**src/rtl/demux_buf.sv**
```systemverilog
// Steers one valid/ready word stream into one of two output channels,
// each backed by its own small FIFO so one stalled consumer never blocks or corrupts the other.
module demux_buf #(
    parameter int unsigned N     = 17,
    parameter int unsigned DEPTH = 2,
    parameter int unsigned OCC_W = $clog2(DEPTH + 1)
) (
    input  logic             clk,
    input  logic             rst_n,
    input  logic [N-1:0]     demux_in,
    input  logic             in_valid,
    output logic             in_ready,
    input  logic             choose,
    output logic [N-1:0]     demux_out0,
    output logic             out0_valid,
    input  logic             out0_ready,
    output logic [N-1:0]     demux_out1,
    output logic             out1_valid,
    input  logic             out1_ready,
    output logic [OCC_W-1:0] occ0,
    output logic [OCC_W-1:0] occ1
);

    localparam int unsigned PW = (DEPTH > 1) ? $clog2(DEPTH) : 1;

    logic [N-1:0]     mem_q [2][DEPTH];
    logic [PW-1:0]    wr_ptr_q [2];
    logic [PW-1:0]    rd_ptr_q [2];
    logic [OCC_W-1:0] occ_q [2];

    logic [1:0] full;
    logic [1:0] empty;
    logic [1:0] out_ready;
    logic [1:0] push;
    logic [1:0] pop;

    assign out_ready = {out1_ready, out0_ready};

    // in_ready looks only at registered occupancy: a same-cycle pop never frees space.
    always_comb begin
        full  = '0;
        empty = '0;
        for (int c = 0; c < 2; c++) begin
            full[c]  = (occ_q[c] == OCC_W'(DEPTH));
            empty[c] = (occ_q[c] == '0);
        end
    end

    assign in_ready = ~full[choose];

    always_comb begin
        push = '0;
        pop  = '0;
        for (int c = 0; c < 2; c++) begin
            push[c] = in_valid & in_ready & (choose == 1'(c));
            pop[c]  = ~empty[c] & out_ready[c];
        end
    end

    always_ff @(posedge clk) begin
        if (!rst_n) begin
            for (int c = 0; c < 2; c++) begin
                wr_ptr_q[c] <= '0;
                rd_ptr_q[c] <= '0;
                occ_q[c]    <= '0;
                for (int e = 0; e < int'(DEPTH); e++) begin
                    mem_q[c][e] <= '0;
                end
            end
        end else begin
            for (int c = 0; c < 2; c++) begin
                if (push[c]) begin
                    mem_q[c][wr_ptr_q[c]] <= demux_in;
                    wr_ptr_q[c]           <= wr_ptr_q[c] + PW'(1);
                end
                if (pop[c]) begin
                    rd_ptr_q[c] <= rd_ptr_q[c] + PW'(1);
                end
                unique case ({push[c], pop[c]})
                    2'b10:   occ_q[c] <= occ_q[c] + OCC_W'(1);
                    2'b01:   occ_q[c] <= occ_q[c] - OCC_W'(1);
                    default: occ_q[c] <= occ_q[c];
                endcase
            end
        end
    end

    // Outputs come from registered FIFO state only; head word is whatever sits at rd_ptr.
    assign demux_out0 = mem_q[0][rd_ptr_q[0]];
    assign demux_out1 = mem_q[1][rd_ptr_q[1]];
    assign out0_valid = ~empty[0];
    assign out1_valid = ~empty[1];
    assign occ0       = occ_q[0];
    assign occ1       = occ_q[1];

endmodule

```
**config.mk**
```make
export PLATFORM = sky130hd
export DESIGN_NAME = demux_buf
export DESIGN_NICKNAME = d
export VERILOG_FILES = /design/src/rtl/demux_buf.sv
export SDC_FILE = /design/constraint.sdc
export NUM_CORES = 1
export LEC_CHECK = 0
export ABC_AREA = 1
export CAP_MARGIN = 5
export CORE_MARGIN = 2
export CORE_UTILIZATION = 56
export CTS_BUF_LIST = sky130_fd_sc_hd__clkbuf_4 sky130_fd_sc_hd__clkbuf_8 sky130_fd_sc_hd__clkbuf_16
export DETAILED_ROUTE_END_ITERATION = 8
export PLACE_DENSITY_LB_ADDON = 0.15
export SLEW_MARGIN = 25
export SYNTH_ARGS = -nofsm -noshare
export SYNTH_HDL_FRONTEND = slang
export SYNTH_SLANG_ARGS = --single-unit
```
**constraint.sdc**
```tcl
create_clock -name clk -period 3.6 [get_ports clk]
set_input_delay 0.72 -clock clk [delete_from_list [all_inputs] [get_ports clk]]
set_output_delay 0.72 -clock clk [all_outputs]
set_load 0.03 [all_outputs]
```
* After elaboration in Yosys (flattened, before gate mapping)
Memories as Yosys holds them, arrays and structs flattened.
Cells that the tools add are included.
** Word-level totals
- Output and inout bits :: 41
- Register bits after elaboration :: 0
- Memories :: 4
- Bits in writable memories :: 76
** Memories
- mem_q :: words 2, width 34, rd ports 2, clocked after Yosys merged registers in 0, write ports 2, line 26 : logic [N-1:0] mem_q [2][DEPTH];
- occ_q :: words 2, width 2, rd ports 2, clocked after Yosys merged registers in 0, write ports 2, line 29 : logic [OCC_W-1:0] occ_q [2];
- rd_ptr_q :: words 2, width 1, rd ports 2, clocked after Yosys merged registers in 0, write ports 2, line 28 : logic [PW-1:0] rd_ptr_q [2];
- wr_ptr_q :: words 2, width 1, rd ports 2, clocked after Yosys merged registers in 0, write ports 2, line 27 : logic [PW-1:0] wr_ptr_q [2];
** Operators by class
- Bitwise gates (word level) :: 91
- Reductions and logical operators :: 6
- Equal/unequal tests :: 6
- Mux-type cells :: 123
- Order comparisons :: 7
- $add $sub $neg :: 8
** Operators with widths (count)
- $mux W17 :: 8
- $mux W1 :: 105
- $or A1 B1 Y1 :: 78
- $mux W34 :: 2
- $demux W17 S1 :: 2
- $mux W2 :: 6
- $eq A2 B2 Y1 const B :: 4
- $ge A2 B2 Y1 const B :: 4
- $not A1 Y2 :: 4
- $and A1 B1 Y1 :: 5
- $add A1 B1 Y1 const B :: 4
- $add A2 B1 Y2 const B :: 2
- $eq A2 B1 Y1 const B :: 2
- $logic_not A2 Y1 :: 2
- $lt A2 B1 Y1 const B :: 2
- $not A1 Y1 :: 4
- $reduce_or A2 Y1 :: 2
- $sub A2 B1 Y2 const B :: 2
- $logic_and A1 B1 Y1 :: 2
- $lt A1 B2 Y1 const B :: 1

* Longest topological paths before layout
- Depth after elaboration :: 13
- Gate-level depth with buffers :: 9

* Worst setup path after synthesis
No wires, ideal clock.
- Path type :: input port to flip-flop
- Start point :: in choose
- End point :: mem mem_q[1][0] (netlist name) (enable)
- Slack :: 1523 ps
- Data arrival time :: 1703 ps
- Stages on the path :: 6
- Path through :: nand3_2 > nand3_2 > nor2_4 > nand2_4 > buf_6 > nand2_1
** RTL lines
- start, declared :: line 13 : input logic choose,
- end, declared :: line 26

==> metrics.txt <==
# TYPE chip_impl_metric gauge
chip_impl_info{name="run_status",value="completed"} 1
chip_impl_metric{name="area_growth",unit="%"} 26.5
chip_impl_metric{name="worstPathMaxFanout",unit=""} 18
chip_impl_metric{name="tritoncts.num_buffers",unit=""} 9
chip_impl_metric{name="post-route-worst-setup-slack",unit="ns"} 0.616
chip_impl_metric{name="setup_tns",unit="ns"} 0
chip_impl_metric{name="grtUsageMet1",unit=""} 0.255
chip_impl_metric{name="grt_start_max_net_pins",unit=""} 19
chip_impl_info{name="yosysTopAreaCell",value="edfxtp_1"} 1
chip_impl_metric{name="vdd.ir_drop.worst",unit="mV"} 0.316
chip_impl_metric{name="ios",unit=""} 64
chip_impl_metric{name="worst_setup_hold_path_clk_slew",unit="ns"} 0.07
chip_impl_metric{name="nNetsFinal",unit=""} 367
chip_impl_metric{name="final_antenna_net_count",unit=""} 0
chip_impl_metric{name="postPlaceCellArea",unit="um2"} 4150
chip_impl_metric{name="start_util",unit=""} 0.581
chip_impl_metric{name="clock_skew",unit="ns"} 0.00678
chip_impl_metric{name="routed_wirelength",unit="um"} 6540
chip_impl_metric{name="finalCriticalPeriod",unit="ns"} 2.98
chip_impl_info{name="worstHoldPathType",value="register to register"} 1
chip_impl_metric{name="gp_congestion",unit=""} 0.730
chip_impl_metric{name="cts-root-to-sink-buffers",unit=""} 2
chip_impl_metric{name="groute.layer.met3.usage",unit=""} 0.0402
chip_impl_info{name="layout_common_cells",value="nor2_1, edfxtp_1, clkdlybuf4s50_1, mux2_2, inv_1"} 1
chip_impl_metric{name="timing_max_transition_violations_final",unit=""} 0
chip_impl_metric{name="post-place-ws",unit="ns"} 0.703
chip_impl_metric{name="powerDensity",unit="nW/um2"} 533
chip_impl_metric{name="final.hold.worst_slack",unit="ns"} 0.621
chip_impl_metric{name="clk_latency",unit="ns"} 0.34
chip_impl_metric{name="seq_area_frac_synth",unit=""} 0.664
chip_impl_info{name="timing.rr.start",value="occ_q[1][0]"} 1
chip_impl_metric{name="cts-hold-fix-buffers",unit=""} 0
chip_impl_metric{name="grt-ovfl-total",unit=""} 0
chip_impl_metric{name="drt-initial-drc-count",unit=""} 200
chip_impl_metric{name="detailedRoute.firstPassIterationCount",unit=""} 4
chip_impl_metric{name="first_global_vias",unit=""} 2206
chip_impl_metric{name="final_hold_viol_count",unit=""} 0
chip_impl_metric{name="max_freq",unit="GHz"} 0.335
chip_impl_metric{name="slew-limit-headroom",unit=""} 0.450
chip_impl_metric{name="final_layout_size_suffix_gt1_frac",unit=""} 0.196
chip_impl_metric{name="grt_pass1_wl",unit="um"} 10300
chip_impl_metric{name="floorplan.die.width",unit="um"} 82.4
chip_impl_info{name="rsz0062_at_grt",value="false"} 1
chip_impl_metric{name="dieArea",unit="um2"} 6780
chip_impl_info{name="cts_tree",value="done"} 1
chip_impl_metric{name="syn-instance-count",unit=""} 267
chip_impl_metric{name="netlist-cell-type-count",unit=""} 20
chip_impl_metric{name="cp.arrival",unit="ns"} 2.26
chip_impl_metric{name="fillCellCount",unit=""} 424
chip_impl_info{name="post_synth_main_area_contributors",value="edfxtp_1, mux2_2, nor2_1"} 1
chip_impl_metric{name="worst-endpoint-required",unit="ns"} 2.88
chip_impl_metric{name="design.core.area",unit="um2"} 5920
chip_impl_metric{name="synth_nets",unit=""} 295
chip_impl_info{name="cp-start-kind",value="register"} 1
chip_impl_metric{name="post_cts_buffers",unit=""} 0
chip_impl_metric{name="finalSetupViolCount",unit=""} 0
chip_impl_metric{name="netlist.area_leader.share",unit=""} 0.664
chip_impl_metric{name="wire_per_inst",unit="um"} 15.7
chip_impl_metric{name="power",unit="uW"} 2320
chip_impl_metric{name="clkSinkCount",unit=""} 76
chip_impl_metric{name="port_buffers",unit=""} 63
chip_impl_info{name="hp-start",value="occ_q[1][0]"} 1
chip_impl_metric{name="stdcell_area",unit="um2"} 4350
chip_impl_metric{name="maxCapViolations",unit=""} 0
chip_impl_metric{name="post_synth_instance_area",unit="um2"} 3440
chip_impl_info{name="critical_path.endpoint_type",value="output pin"} 1
chip_impl_metric{name="worst_slew_pin_slew",unit="ns"} 0.825
chip_impl_metric{name="dr_total_vias",unit=""} 2192
chip_impl_metric{name="antenna_found_initial",unit=""} 0
chip_impl_metric{name="rows",unit=""} 28
chip_impl_info{name="worst_setup_path_startpoint",value="rd_ptr_q[0][1]"} 1
chip_impl_metric{name="n_antenna_cell",unit=""} 0
chip_impl_metric{name="yosys_warnings",unit=""} 0
chip_impl_metric{name="vias_per_cell",unit=""} 5.26
chip_impl_metric{name="grtUsageTotal",unit=""} 0.212
chip_impl_metric{name="die_h",unit="um"} 82.4
chip_impl_metric{name="layout_worst_path_cycle_share",unit=""} 0.829
chip_impl_metric{name="grtUsageMet2",unit=""} 0.368
chip_impl_metric{name="post_syn_area_per_cell",unit="um2"} 12.9
chip_impl_metric{name="remaining_drc_errors",unit=""} 0
chip_impl_metric{name="detailedPlacementHpwl",unit="um"} 4350
chip_impl_info{name="clk_root_buffer_cell",value="clkbuf_8"} 1
chip_impl_info{name="timing_worst_setup_path_type",value="register to output pin"} 1
chip_impl_metric{name="synth-seq-cells",unit=""} 76
chip_impl_info{name="grt_busiest_layer",value="met2"} 1
chip_impl_metric{name="post_cts.resized_instances",unit=""} 0
chip_impl_metric{name="cts.htree.levels",unit=""} 3
chip_impl_metric{name="leakagePower",unit="uW"} 0.00180
metrics by stage:
step | utilization | std cells
floorplan | - | 267
CTS | 0.735 | 417
finish | 0.735 | 417
global placement | 0.700 | 403
detailed placement | 0.700 | 403
global route | 0.735 | 417
Yosys cell counts:
master	count
nand2_4	5
buf_6	4
nand4_4	1
nand2_1	13
inv_2	2
edfxtp_1	76
nor2_4	2
nand3_1	2
o21a_1	1
mux2_2	34
inv_1	29
buf_2	4
clkbuf_1	1
a21o_1	1
nor2_1	76
ha_1	5
nand4_1	1
o21ai_0	6
nand3_2	2
a21oi_1	2
worst max-delay path, cell delays in order, from the launching register on:
cell and delay (ns):
edfxtp_1 0.89, mux2_2 0.43, clkdlybuf4s50_1 0.60
cell type report:
cell class	count	area, um2	area share
clock buffers	9	124	0.0285
clock inverters	5	78.8	0.0181
inverters	31	116	0.0268
multi-input cells	151	971	0.223
flip-flops and latches	76	2280	0.525
well taps	75	93.8	0.0216
repair buffers	70	683	0.157
kinds of logic after synthesis:
group / count (synthesis) / share of synthesized area
AO/OA/AOI/OAI: 10 / 0.0160
AND/OR/NAND/NOR: 102 / 0.137
flip-flops: 76 / 0.664
multiplexers: 34 / 0.111
adder cells (fa/ha/maj): 5 / 0.0182
buffers and inverters: 40 / 0.0539
flip-flops by register name (all words and copies together) (netlist names):
| signal | count |
|---|---|
| mem_q | 68 |
| occ_q | 4 |
| rd_ptr_q | 2 |
| wr_ptr_q | 2 |
path summary, 6_finish.rpt:
kind                   endpoint  slack (ns)  cells past startpoint
hold reg to reg     occ_q[1][0]        0.62                      1
setup / recovery  demux_out1[1]        0.62                      2
setup reg to reg    occ_q[1][0]        1.77                      8
hold / removal      occ_q[1][0]        0.62                      1
report_power, final:
part	leakage [uW]	total [uW]	internal, uW	switching (uW)
Sequential	0.000790	1100	1050	54.3
Clock	0.000105	677	381	295
Combinational	0.000906	542	239	303
Total	0.00180	2320	1670	652
layer usage:
metal,part of all wire,vias to the layer above
met5,0,-
met4,0.026,0
met2,0.51,62
met1,0.42,1070
met3,0.045,16
li1,-,1044
(Power assumes the default switching activity.)
